File: config.mk
export PLATFORM = sky130hd
export DESIGN_NAME = alu_arbiter
export DESIGN_NICKNAME = d
export VERILOG_FILES = /design/src/rtl/alu_arbiter_pkg.sv /design/src/rtl/alu_arbiter_rr.sv /design/src/rtl/alu_arbiter.sv
export SDC_FILE = /design/constraint.sdc
export NUM_CORES = 1
export LEC_CHECK = 0
export CAP_MARGIN = 20
export CORE_ASPECT_RATIO = 0.7
export CORE_MARGIN = 5
export CORE_UTILIZATION = 26
export CTS_CLUSTER_SIZE = 14
export DETAILED_ROUTE_END_ITERATION = 16
export GPL_ROUTABILITY_DRIVEN = 1
export PLACE_DENSITY = 0.82
export SETUP_SLACK_MARGIN = 0.1
export SKIP_LAST_GASP = 1
export SYNTH_ARGS = -nofsm -noshare
export SYNTH_HDL_FRONTEND = slang
export SYNTH_SLANG_ARGS = --single-unit
File: constraint.sdc
create_clock -name clock -period 2.1 [get_ports clock]
set_input_delay 0.42 -clock clock [delete_from_list [all_inputs] [get_ports clock]]
set_output_delay 0.42 -clock clock [all_outputs]
set_load 0.03 [all_outputs]
File: src/rtl/alu_arbiter_pkg.sv
// alu_arbiter_pkg
// Shared definitions for the two-requester ALU arbiter: requester count and
// ID width, lock FSM state encodings, lock counter width, the ALU opcode
// constants that requesters and benches share, and the request/response
// structs used inside the arbiter.
package alu_arbiter_pkg;

  localparam int NUM_REQ    = 2;
  localparam int REQ_ID_W   = 1;
  localparam int DATA_W     = 32;
  localparam int OPC_W      = 5;
  localparam int LOCK_CNT_W = 4;   // holds MAX_LOCK up to 15

  // Lock FSM states
  localparam logic ST_ARB    = 1'b0;
  localparam logic ST_LOCKED = 1'b1;

  // ALU opcodes
  localparam logic [OPC_W-1:0] OP_ADD = 5'b00000;
  localparam logic [OPC_W-1:0] OP_SUB = 5'b00001;
  localparam logic [OPC_W-1:0] OP_AND = 5'b00010;
  localparam logic [OPC_W-1:0] OP_OR  = 5'b00011;
  localparam logic [OPC_W-1:0] OP_SLL = 5'b00100;
  localparam logic [OPC_W-1:0] OP_SRA = 5'b00101;

  typedef struct packed {
    logic [DATA_W-1:0] opa;
    logic [DATA_W-1:0] opb;
    logic [OPC_W-1:0]  opcode;
    logic [OPC_W-1:0]  shamt;
  } req_t;

  typedef struct packed {
    logic [REQ_ID_W-1:0] id;
    logic [DATA_W-1:0]   result;
    logic                ne;
    logic                lt;
    logic                ovf;
  } resp_t;

endpackage

File: src/rtl/alu_arbiter_rr.sv
// rr_grant2
// Combinational 2-way round-robin picker.
//   req         : per-requester request bits
//   last_grant  : requester granted most recently; loses a tie
//   enable      : no grant at all when low (downstream cannot accept)
//   force_owner : the only requester eligible while force_en is high
//   force_en    : restrict the grant to force_owner (bus lock)
//   grant       : one-hot (or zero) grant vector
module rr_grant2
  import alu_arbiter_pkg::*;
(
  input  logic [NUM_REQ-1:0] req,
  input  logic               last_grant,
  input  logic               enable,
  input  logic               force_owner,
  input  logic               force_en,
  output logic [NUM_REQ-1:0] grant
);

  always_comb begin
    grant = '0;
    if (enable) begin
      if (force_en)
        grant[force_owner] = req[force_owner];
      else if (req == 2'b11)
        grant[!last_grant] = 1'b1;
      else
        grant = req;
    end
  end

endmodule

File: src/rtl/alu_arbiter.sv
// alu_arbiter
// Shares one external combinational ALU between two requesters
// (0 = execute stage, 1 = auxiliary unit). Round-robin arbitration with
// valid/ready per requester, an optional bounded bus lock, and a single
// response holding register tagged with the requester ID.
//
// Ports:
//   clock, reset            : rising-edge clock, synchronous active-low reset
//   req_valid/req_lock      : per-requester valid and lock request
//   req_op*_0/1             : operands, opcode and shift amount per requester
//   req_ready               : per-requester accept
//   alu_opA/opB/opcode/shamt: combinational drive to the shared ALU
//   alu_result/ne/lt/ovf    : ALU outputs, captured on a transfer
//   resp_*                  : registered response, handshake with resp_ready
module alu_arbiter
  import alu_arbiter_pkg::*;
#(
  parameter int MAX_LOCK = 4
) (
  input  logic        clock,
  input  logic        reset,
  input  logic [1:0]  req_valid,
  input  logic [1:0]  req_lock,
  input  logic [31:0] req_opA_0,
  input  logic [31:0] req_opA_1,
  input  logic [31:0] req_opB_0,
  input  logic [31:0] req_opB_1,
  input  logic [4:0]  req_opcode_0,
  input  logic [4:0]  req_opcode_1,
  input  logic [4:0]  req_shamt_0,
  input  logic [4:0]  req_shamt_1,
  output logic [1:0]  req_ready,
  output logic [31:0] alu_opA,
  output logic [31:0] alu_opB,
  output logic [4:0]  alu_opcode,
  output logic [4:0]  alu_shamt,
  input  logic [31:0] alu_result,
  input  logic        alu_ne,
  input  logic        alu_lt,
  input  logic        alu_ovf,
  output logic        resp_valid,
  output logic        resp_id,
  output logic [31:0] resp_result,
  output logic        resp_ne,
  output logic        resp_lt,
  output logic        resp_ovf,
  input  logic        resp_ready
);

  localparam logic [LOCK_CNT_W-1:0] MAX_CNT = LOCK_CNT_W'(MAX_LOCK);

  req_t                  req_s [NUM_REQ];
  resp_t                 resp_q;
  logic                  resp_vld_q;

  logic                  state_q, state_d;
  logic                  owner_q, owner_d;
  logic [LOCK_CNT_W-1:0] cnt_q, cnt_d, cnt_inc;
  logic                  idle_q, idle_d;
  logic                  last_grant_q;

  logic                  can_issue;
  logic [NUM_REQ-1:0]    grant, xfer;
  logic                  xfer_any, gid, sel;

  assign req_s[0] = '{opa: req_opA_0, opb: req_opB_0, opcode: req_opcode_0, shamt: req_shamt_0};
  assign req_s[1] = '{opa: req_opA_1, opb: req_opB_1, opcode: req_opcode_1, shamt: req_shamt_1};

  // Holding register is empty or being drained this cycle.
  assign can_issue = !resp_vld_q || resp_ready;

  rr_grant2 u_pick (
    .req         (req_valid),
    .last_grant  (last_grant_q),
    .enable      (can_issue),
    .force_owner (owner_q),
    .force_en    (state_q == ST_LOCKED),
    .grant       (grant)
  );

  // Output process: while locked the owner sees ready whenever the holding
  // register can accept, even if it is idle; the other requester is shut out.
  always_comb begin
    req_ready = grant;
    if (state_q == ST_LOCKED) begin
      req_ready          = '0;
      req_ready[owner_q] = can_issue;
    end
  end

  assign xfer     = req_valid & req_ready;
  assign xfer_any = |xfer;
  assign gid      = xfer[1];
  // With no transfer the mux parks on last_grant so the ALU inputs stay defined.
  assign sel      = xfer_any ? gid : last_grant_q;

  assign alu_opA    = req_s[sel].opa;
  assign alu_opB    = req_s[sel].opb;
  assign alu_opcode = req_s[sel].opcode;
  assign alu_shamt  = req_s[sel].shamt;

  assign cnt_inc = cnt_q + 1'b1;

  // Next-state process. lock_cnt counts consecutive grants to the owner,
  // including the one that took the lock; the grant that brings it to
  // MAX_LOCK is the last one and hands the bus back. With MAX_LOCK == 1 the
  // lock therefore never engages.
  always_comb begin
    state_d = state_q;
    owner_d = owner_q;
    cnt_d   = cnt_q;
    idle_d  = idle_q;
    if (xfer_any) begin
      idle_d = 1'b0;
      if (state_q == ST_ARB) begin
        if (req_lock[gid] && (MAX_CNT > 1)) begin
          state_d = ST_LOCKED;
          owner_d = gid;
          cnt_d   = 1;
        end
      end else if (!req_lock[gid] || (cnt_inc >= MAX_CNT)) begin
        state_d = ST_ARB;
        cnt_d   = '0;
      end else begin
        cnt_d = cnt_inc;
      end
    end else if (state_q == ST_LOCKED) begin
      // Idle release after two consecutive cycles without owner valid.
      if (req_valid[owner_q]) begin
        idle_d = 1'b0;
      end else if (idle_q) begin
        state_d = ST_ARB;
        cnt_d   = '0;
        idle_d  = 1'b0;
      end else begin
        idle_d = 1'b1;
      end
    end
  end

  // State register process. last_grant = g on every transfer, which also
  // covers the forced hand-over: the previous owner loses the next tie.
  always_ff @(posedge clock) begin
    if (!reset) begin
      state_q      <= ST_ARB;
      owner_q      <= 1'b0;
      cnt_q        <= '0;
      idle_q       <= 1'b0;
      last_grant_q <= 1'b1;
    end else begin
      state_q <= state_d;
      owner_q <= owner_d;
      cnt_q   <= cnt_d;
      idle_q  <= idle_d;
      if (xfer_any)
        last_grant_q <= gid;
    end
  end

  // Response holding register: a new transfer wins over a drain, so a drain
  // and a load in the same cycle keep valid high (one op per cycle).
  always_ff @(posedge clock) begin
    if (!reset) begin
      resp_vld_q <= 1'b0;
      resp_q     <= '0;
    end else if (xfer_any) begin
      resp_vld_q <= 1'b1;
      resp_q     <= '{id: gid, result: alu_result, ne: alu_ne, lt: alu_lt, ovf: alu_ovf};
    end else if (resp_ready) begin
      resp_vld_q <= 1'b0;
    end
  end

  assign resp_valid  = resp_vld_q;
  assign resp_id     = resp_q.id;
  assign resp_result = resp_q.result;
  assign resp_ne     = resp_q.ne;
  assign resp_lt     = resp_q.lt;
  assign resp_ovf    = resp_q.ovf;

endmodule

; ---- After elaboration in Yosys (flattened, before gate mapping)
; Index checks and enable logic that the tools add are counted.
[op_classes]
add_sub_neg = 1
n_mul = 0
n_div = 0
n_lt_le_gt_ge = 7
n_eq_ne = 2
shift = 0
muxes = 32
n_bitwise = 5
reduce_logical = 15
[op_table]
columns = cell, count
row1 = two-way mux 74 bit, 3
row2 = two-way mux 4 bit, 7
row3 = two-way mux 1 bit, 17
row4 = nonzero test 2 bit, 4
row5 = "< comparator 1 x 2 -> 1 bit, second input constant", 3
row6 = two-way mux 2 bit, 3
row7 = "adder 4 x 1 -> 4 bit, second input constant", 1
row8 = bitwise AND 2 bit, 2
row9 = "greater-or-equal comparator 4 x 3 -> 1 bit, second input constant", 1
row10 = AND reduction 4 bit, 1
row11 = zero test 1 bit, 3
row12 = AND reduction 3 bit, 1
row13 = OR reduction 3 bit, 1
row14 = demux 1 bit (select 1 bit), 2
row15 = "equality test 2 bit, second input constant", 1
row16 = "greater-or-equal comparator 1 bit, second input constant", 2
row17 = "greater-or-equal comparator 2 bit, second input constant", 1
row18 = logical AND 1 bit, 2
row19 = logical OR 1 bit, 2
row20 = "!= test 2 bit, second input constant", 1
row21 = NOT 1 bit, 2
row22 = NOT 1 -> 2 bit, 1
row23 = OR reduction 2 bit, 1
[word_totals]
reg_bits = 45
latchBits = 0
ramBits = 0
romBits = 0
in_bits = 190
output_inout_bits = 113
word_cells = 73
memories = 0

; ---- Longest topological paths before layout
; Gate-level depths: netlist of run 1.
[logic_depth]
depth_word = 16
depth_mapped = 7
ltp_nobuf = 6

; ---- Hierarchy
; From an unflattened synthesis of run 1, not the netlist that was laid out.
[unflattened]
hier_cells = 270
hier_area_um2 = 3113.0
[by_module_without_submodules]
columns = mod, instances, cells_each, area_per_inst_um2, seq_area_each_um2
row1 = alu_arbiter, 1, 264, 3071.7, 900.9
row2 = rr_grant2, 1, 6, 41.3, 0.0

; ---- Least setup slack after synthesis of run 1
; Ideal clock, no wire load.
[synth_timing]
path_type = register to output
startpoint = register resp_vld_q (netlist: resp_valid)
endpoint = output port alu_opA[16]
arrival_time_ns = 1.984
required_ns = 1.680
path_slack_ns = -0.304
stages_incl_launch_ff = 8
path_cell_list = dfxtp_1 -> nand2b_1 -> nand2_1 -> a21oi_1 -> a211oi_1 -> buf_4 -> buf_2 -> mux2_2
[synth_between]
elab_chain_len = 11
word_cells_on_any_way = 12
[synth_lines]
columns = item, line_no
row1 = start: declaration, alu_arbiter.sv:54  ; logic resp_vld_q;
row2 = start signal: assignment, alu_arbiter.sv:164  ; resp_vld_q <= 1'b0;
row3 = start signal: assignment, alu_arbiter.sv:167  ; resp_vld_q <= 1'b1;
row4 = start signal: assignment, alu_arbiter.sv:170  ; resp_vld_q <= 1'b0;
row5 = zero test 1 bit (*), alu_arbiter.sv:70  ; assign can_issue = !resp_vld_q || resp_ready;
row6 = logical OR 1 bit (*), alu_arbiter.sv:70
row7 = two-way mux 2 bit / bitwise AND 2 bit (equally long branches), -
row8 = two-way mux 2 bit (*), alu_arbiter.sv:85  ; if (state_q == ST_LOCKED) begin
row9 = bitwise AND 2 bit (*), alu_arbiter.sv:91  ; assign xfer = req_valid & req_ready;
row10 = OR reduction 2 bit, alu_arbiter.sv:92  ; assign xfer_any = |xfer;
row11 = two-way mux 1 bit (*), -
row12 = NOT 1 -> 2 bit (not written as such) (*), alu_arbiter.sv:97  ; assign alu_opA = req_s[sel].opa;
row13 = two-way mux 74 bit (*) (3 in series), -
row14 = end: declaration, alu_arbiter.sv:33  ; output logic [31:0] alu_opA,
; Mark *: on every way between the ends. The rest lies on a longest branch, timed or not. The select of a mux whose other input is x is not followed.

; ---- Worst setup path after layout of run 1
[layout_timing]
startpoint = register last_grant_q
endpoint = output port alu_opB[26]
[layout_between]
elab_chain_len = 15
word_cells_on_any_way = 16
[layout_lines]
columns = item, line_no
row1 = start: declaration, alu_arbiter.sv:60  ; logic last_grant_q;
row2 = start signal: assignment, alu_arbiter.sv:156  ; last_grant_q <= gid;
row3 = zero test 1 bit, alu_arbiter_rr.sv:26  ; grant[!last_grant] = 1'b1;
row4 = < comparator 1 x 2 -> 1 bit (not written as such) / greater-or-equal comparator 1 bit (equally long branches), alu_arbiter_rr.sv:26
row5 = logical AND 1 bit (not written as such), alu_arbiter_rr.sv:26
row6 = two-way mux 1 bit (not written as such), alu_arbiter_rr.sv:26
row7 = demux 1 bit (select 1 bit), -
row8 = two-way mux 2 bit, alu_arbiter_rr.sv:25  ; else if (req == 2'b11)
row9 = two-way mux 2 bit, alu_arbiter_rr.sv:22  ; if (enable) begin
row10 = two-way mux 2 bit, alu_arbiter.sv:85
row11 = bitwise AND 2 bit, alu_arbiter.sv:91
row12 = OR reduction 2 bit, alu_arbiter.sv:92
row13 = two-way mux 1 bit (*), -
row14 = NOT 1 -> 2 bit (not written as such) (*), alu_arbiter.sv:98  ; assign alu_opB = req_s[sel].opb;
row15 = two-way mux 74 bit (*) (3 in series), -
row16 = end: declaration, alu_arbiter.sv:34  ; output logic [31:0] alu_opB,
; Marked as above.

==> results of run 1 <==
[per-layer routing]
| layer | up-vias | part of all wire |
|---|---|---|
| met5 | - | 0 |
| met4 | 0 | 0.013 |
| met3 | 14 | 0.053 |
| met2 | 129 | 0.55 |
| met1 | 1773 | 0.38 |
| li1 | 1775 | - |
[power by group through the flow]
stage | registers [mW] | clock network [mW] | logic [mW]
floorplan | 1.10 | 0 | 1.26
global placement | 0.977 | 0 | 2.47
detailed placement | 0.981 | 0 | 2.50
CTS | 0.964 | 0.896 | 2.87
global route | 0.973 | 0.934 | 3.22
finish | 0.965 | 0.878 | 3.10
[synthesized netlist by cell type]
cell type  count
a211o_1        1
a211oi_1       2
a211oi_2       1
a21boi_0      37
a21oi_1        8
a31oi_1        2
and3_1         2
buf_1          1
buf_2          4
buf_4          5
clkbuf_1      12
dfxtp_1       45
ha_1           1
inv_1          1
inv_2          1
mux2_2        74
mux2i_1        1
mux2i_2        1
nand2_1       79
nand2b_1       4
nand3_1        4
nand3b_1       1
nand4_1        2
nor2_1         7
nor2b_1        1
nor3_1         2
o211a_1        1
o21a_1         1
o21ai_0        6
o22ai_1        1
o31ai_1        1
or4_1          1
xor2_1         1
[how the worst max path moves through the flow]
stage	start	end	slack [ps]	cells after the start
5_1_grt	last_grant_q	alu_opB[26]	-480	8
2_1_floorplan	resp_ready	alu_opA[0]	80	7
3_5_place_dp	resp_ready	alu_opB[7]	-1050	8
4_1_cts	resp_valid	alu_opB[26]	-450	10
6_report	last_grant_q	alu_opB[26]	-410	8
3_3_place_gp	resp_ready	alu_opB[0]	-1000	8
[state kept, by name, indices dropped and copies added, names as in the netlist]
register,cells
last_grant_q,1
idle_q,1
resp_valid,1
resp_id,1
resp_ne,1
resp_lt,1
resp_ovf,1
resp_result,32
state_q,1
cnt_q,4
owner_q,1
[through the flow]
| step | util | worst slack (ps) | cells | power (mW) |
|---|---|---|---|---|
| CTS | 0.6653 | -450.1 | 789 | 4.734 |
| finish | 0.6942 | -414.9 | 792 | 4.941 |
| global route | 0.6942 | -482.7 | 792 | 5.131 |
| floorplan | - | 79.20 | 311 | 2.355 |
| detailed placement | 0.6090 | -1049 | 757 | 3.481 |
| global placement | 0.6090 | -996.0 | 757 | 3.444 |
[repair_timing]
item / 4_1_cts / 5_1_grt
gates cloned: 3 / 1
buffers inserted: 22 / 3
gates resized for setup: 363 / 103
pin swaps: 3 / 1
endpoints found under the setup margin: 79 / 74
endpoints found under the hold margin: 0 / 0
[final cells by class]
class,instances,area share
clock buffers,5,0.01747
multi-input cells,242,0.2869
inverters,2,0.001048
flip-flops and latches,45,0.1267
well taps,132,0.02306
repair buffers,364,0.5400
clock inverters,2,0.004892
[worst min-delay path: cells and delay by family (launching register included)]
kind / cells / cell delay [ps]
and+or+nand+nor: 1 / 50
DFF: 1 / 310
AOI/OAI and AO/OA: 1 / 60
[cell families after synthesis]
kind of cell    count (synthesis)
compound gates                 61
xor+xnor                        1
fa+ha+maj                       1
buf+inv                        24
flops                          45
mux                            76
simple gates                  103
==> impl_metrics.yaml, run 1 <==
floorplanning:
  core_mm2: 0.01032
  pin_count: 303
  die_h_um: 95.97
  dieArea_mm2: 0.01275
  start_util: 0.2661
  die_w_um: 132.8
  fp-row-count: 31
synthesis:
  syn_nets: 502
  synth_mux_area_frac: 0.3122
  synthAdderAreaFrac: 0.004558
  synth_xor_xnor_area_share: 0.003191
  synth-compound-area-share: 0.1559
  avgSynthCellArea_um2: 8.827
  synth_largest_area_cell: "dfxtp_1"
  synthDominantCellAreaShare: 0.3282
  synth_seq_cells: 45
  synth_area_leaders: "dfxtp_1 (33%), mux2_2 (30%), nand2_1 (11%)"
  ys_warn_count: 0
  ys_seq_area_frac: 0.3282
  synthDistinctLibCells: 33
  synth-simple-area-share: 0.1545
  synthesis.instances: 311
  syn_area_mm2: 0.002745
  synth_top_family_by_area: "multiplexers"
grt:
  met3_usage: 0.05852
  antenna_found_initial: 0
  grt_pass1_wl_mm: 22.02
  grt_util_met1: 0.2413
  grt-ovfl-total: 0
  grt_pass1_vias: 3910
  grt_util_met2: 0.4362
  grt.busiest_layer: "met2"
  grt_util_all_layers: 0.2195
  grt_max_degree: 35
setup_path:
  setup.worst_path.end_class: "primary output"
  timing.rr.start: "state_q"
  critPathSlowestCell: "dfxtp_4"
  reg2reg_slack_ps: 220
  critPathTopFamily: "buffers and inverters"
  path_cells: "and3_4 > a211oi_4 > buf_6 > buf_16 > buf_16 > buf_4 > mux2_4 > buf_6"
  r2r_end: "cnt_q[1]"
  critical_path_class: "reg2out"
  worstPathRequired_ps: 1680
  critPathBufInv: 5
  slowest_delay_ps: 360
  worstPathArrival_ps: 2090
  r2r_cells: 7
  critical_path.max_fanout: 7
  crit_path_start_kind: "flip-flop"
routing:
  vias: 3691
  detail_route.iter0.violations: 149
  viasPerCell: 4.660
  wire_per_inst_um: 19.86
  wl_mm: 15.73
  ant_nets: 0
  first_pass_iters: 4
  drc_errors: 0
placed_design:
  gp_congestion: 0.9045
  dpl-instance-area_mm2: 0.006284
  io_buffer_count: 302
  hpwl_mm: 12.19
clock_tree:
  cts_buffers: 5
  cts_root_buf: "clkbuf_16"
  htree_num_levels: 2
  clk_latency_ps: 290
  cts.sinks: 45
  clk_path_buf_depth: 2
  cts_hold_buf: 0
  path_clk_slew_ps: 60
  cts_tree: "yes"
hold_path:
  min_path_type: "reg2reg"
  worstHoldStart: "resp_result[24]"
  hold_path_depth: 2
  holdPathEnd: "resp_result[24]"
layout:
  multiInputGateArea_mm2: 0.002054
  final_common_cell: "clkdlybuf4s50_1"
  seq_area_um2: 907.1
  nets: 851
  antenna_cells: 0
  drive_gt1_frac: 0.3530
  area_growth_pct: 160.9
  fillers: 758
  stdcell_area_mm2: 0.007162
  mostFrequentLayoutCells: "clkdlybuf4s50_1 (223), buf_6 (93), nand2_1 (78)"
power_and_ir_drop:
  leakage_nw: 3.173
  clock_power_share: 0.178
  combPwrFrac: 0.627
  swShare: 0.3510
  power_switching_mw: 1.734
  p_seq_frac: 0.195
  powerDensity_mw_per_mm2: 689.9
  ir_worst_vdd_mv: 0.4187
  p_int_mw: 3.207
outcome:
  violations: "setup timing"
  status: "finished, violations left"
timing:
  worst_slack_ps: -414.9
  finClkSkew_ps: 9.152
  fin_crit_ps: 2515
  fmax_ghz: 0.3976
  maxSlewViolCount: 0
  tightest_slew_ps: 368.9
  slew_headroom: 0.7533
  whs_ps: 464.6
  rsz0062_at_grt: "true"
  hold_violations: 0
  fin_crit_sh: 1.198
  finalSetupViolations: 74
  fin_tns_setup_ps: -26190
job:
  cap_violations: 0
Note: power is estimated with default switching activity, not from simulation.
==> run 2: changes to the inputs <==
CORE_AREA = 5 5 115 117   (was default)
CORE_ASPECT_RATIO = default   (was 0.7)
CORE_MARGIN = default   (was 5)
CORE_UTILIZATION = default   (was 26)
DIE_AREA = 0 0 120 122   (was default)
PLACE_DENSITY = 0.71   (was 0.82)
clock period = 2.6 ns   (was 2.1 ns; I/O delays follow)
==> run 2 against run 1 <==
Hold slack worse by 5.0 ps. Critical path depth up 3. Clock-buffer cell count up 1. Largest cell class unchanged. First-iteration DRC count up 8.7%. The run still ends with setup timing left. Highest routed layer is now met5. Design area down 0.38%. Register-to-register slack better by 600 ps. Largest power group unchanged. Global-route usage down 2.5 points. Clock power down 25%. Setup slack better by 320 ps. Wire length up 4.8%. Combinational power down 19%.
==> impl_metrics.yaml, run 2 (synthesized netlist as in run 1, its figures left out) <==
clock_tree:
  path_clk_slew_ps: 60
  cts_tree: "yes"
  cts.sinks: 45
  htree_num_levels: 2
  cts_buffers: 5
  cts_root_buf: "clkbuf_16"
  clk_path_buf_depth: 2
  cts_hold_buf: 0
  clk_latency_ps: 290
layout:
  nets: 842
  drive_gt1_frac: 0.3436
  final_common_cell: "clkdlybuf4s50_1"
  largest_reg_flops: 32
  fin_cells: 805
  area_growth_pct: 159.9
  mostFrequentLayoutCells: "clkdlybuf4s50_1 (223), buf_6 (83), nand2_1 (78)"
timing:
  tightest_slew_ps: 389.0
  slew_headroom: 0.7332
  hold_violations: 0
  fin_crit_ps: 2698
  fin_crit_sh: 1.038
  rsz0062_at_grt: "true"
  maxSlewViolCount: 0
  worst_slack_ps: -98.45
  finalSetupViolations: 42
  fmax_ghz: 0.3706
  finClkSkew_ps: 6.563
setup_path:
  worstPathRequired_ps: 2080
  crit_path_start_kind: "primary input"
  reg2reg_slack_ps: 820
  worstPathArrival_ps: 2180
  critical_path.max_fanout: 7
  critical_path_class: "in2out"
  timing.rr.start: "resp_valid"
  setup.worst_path.end_class: "primary output"
  startpoint: "resp_ready"
routing:
  drc_errors: 0
  viasPerCell: 4.609
  wire_per_inst_um: 20.47
  vias: 3710
  ant_nets: 0
  wl_mm: 16.48
  first_pass_iters: 4
  detail_route.iter0.violations: 162
grt:
  grt_pass1_wl_mm: 21.93
  grt_pass1_vias: 3774
  grt-ovfl-total: 0
  antenna_found_initial: 4
  grt_util_all_layers: 0.1947
  grt_max_degree: 29
power_and_ir_drop:
  leakage_nw: 3.135
  powerDensity_mw_per_mm2: 553.2
  ir_worst_vdd_mv: 0.3389
hold_path:
  worstHoldStart: "resp_result[23]"
  min_path_type: "reg2reg"
placed_design:
  io_buffer_count: 302
  dp_cells: 764
  hpwl_mm: 12.17
  gp_congestion: 0.8262
  post-place-ws_ps: -837.3
floorplanning:
  core_mm2: 0.01226
  die_h_um: 122
  start_util: 0.2239
  fp-row-count: 41
  dieArea_mm2: 0.01464
  pin_count: 303
  die_w_um: 120
job:
  cap_violations: 0
outcome:
  status: "finished, violations left"
  violations: "setup timing"
## run 2: cell types whose count changed in the layout (fill, tap and decap cells not counted), sizes merged
cell / previous run / this run
buf: 138 / 128
bufinv: 1 / 0
clkbuf: 6 / 9
clkdlybuf4s15: 1 / 0
clkinv: 1 / 2
diode: 0 / 3
## run 2: repair_timing
item                                    CTS  global route
buffers inserted                         14             9
resized for setup                       325           152
pin swaps                                 3             1
endpoints found under the setup margin   74            74
gates cloned                              5             3
## run 2: power breakdown
part	total [mW]	internal, mW	switching, mW
Clock	0.656	0.383	0.273
Combinational	2.51	1.39	1.12
Sequential	0.779	0.746	0.0333
## run 2: area by class of cell
| cell class | instances | area, µm² |
|---|---|---|
| antenna | 3 | 7.507 |
| clock buffer | 6 | 138.9 |
| clock inverter | 2 | 13.76 |
| fill | 1012 | 5126 |
| inverter | 2 | 7.507 |
| multi-input combinational | 242 | 2047 |
| sequential | 45 | 903.4 |
| tap | 150 | 187.7 |
| timing repair buffer | 355 | 3829 |
## run 2: critical path, cell delays in order
cell and delay [ps]:
buf_6 90, nand2b_4 160, buf_6 130, a211oi_4 220, buf_6 140, buf_6 110
buf_8 120, buf_16 130, buf_12 100, mux2_4 300, buf_6 140
## run 2: stage by stage
stage / setup TNS, ps / instance area (µm²) / utilization / hold slack [ps] / power, mW
after floorplan: 0 / 2745 / - / 434.9 / 1.761
after global placement: -52360 / 6007 / 0.4899 / 446.4 / 2.626
after detailed placement: -53280 / 6007 / 0.4899 / 457.1 / 2.641
after CTS: -4073 / 6442 / 0.5255 / 463.3 / 3.549
after global routing: -3931 / 7134 / 0.5819 / 484.8 / 4.086
final: -1038 / 7134 / 0.5819 / 459.6 / 3.947
## run 2: path summary, 6_finish.rpt
path | depth (start not counted) | endpoint
hold reg to reg | 2 | resp_result[23]
setup / recovery | 11 | alu_opA[24]
hold / removal | 2 | resp_result[23]
setup reg to reg | 7 | cnt_q[1]
## run 2: layer usage
layer,up-vias,wire length (µm),global-route usage
li1,1764,-,-
met3,23,1546,0.07474
met5,-,13,0
met4,2,359,0.06013
met2,177,8560,0.3534
met1,1744,5997,0.2091
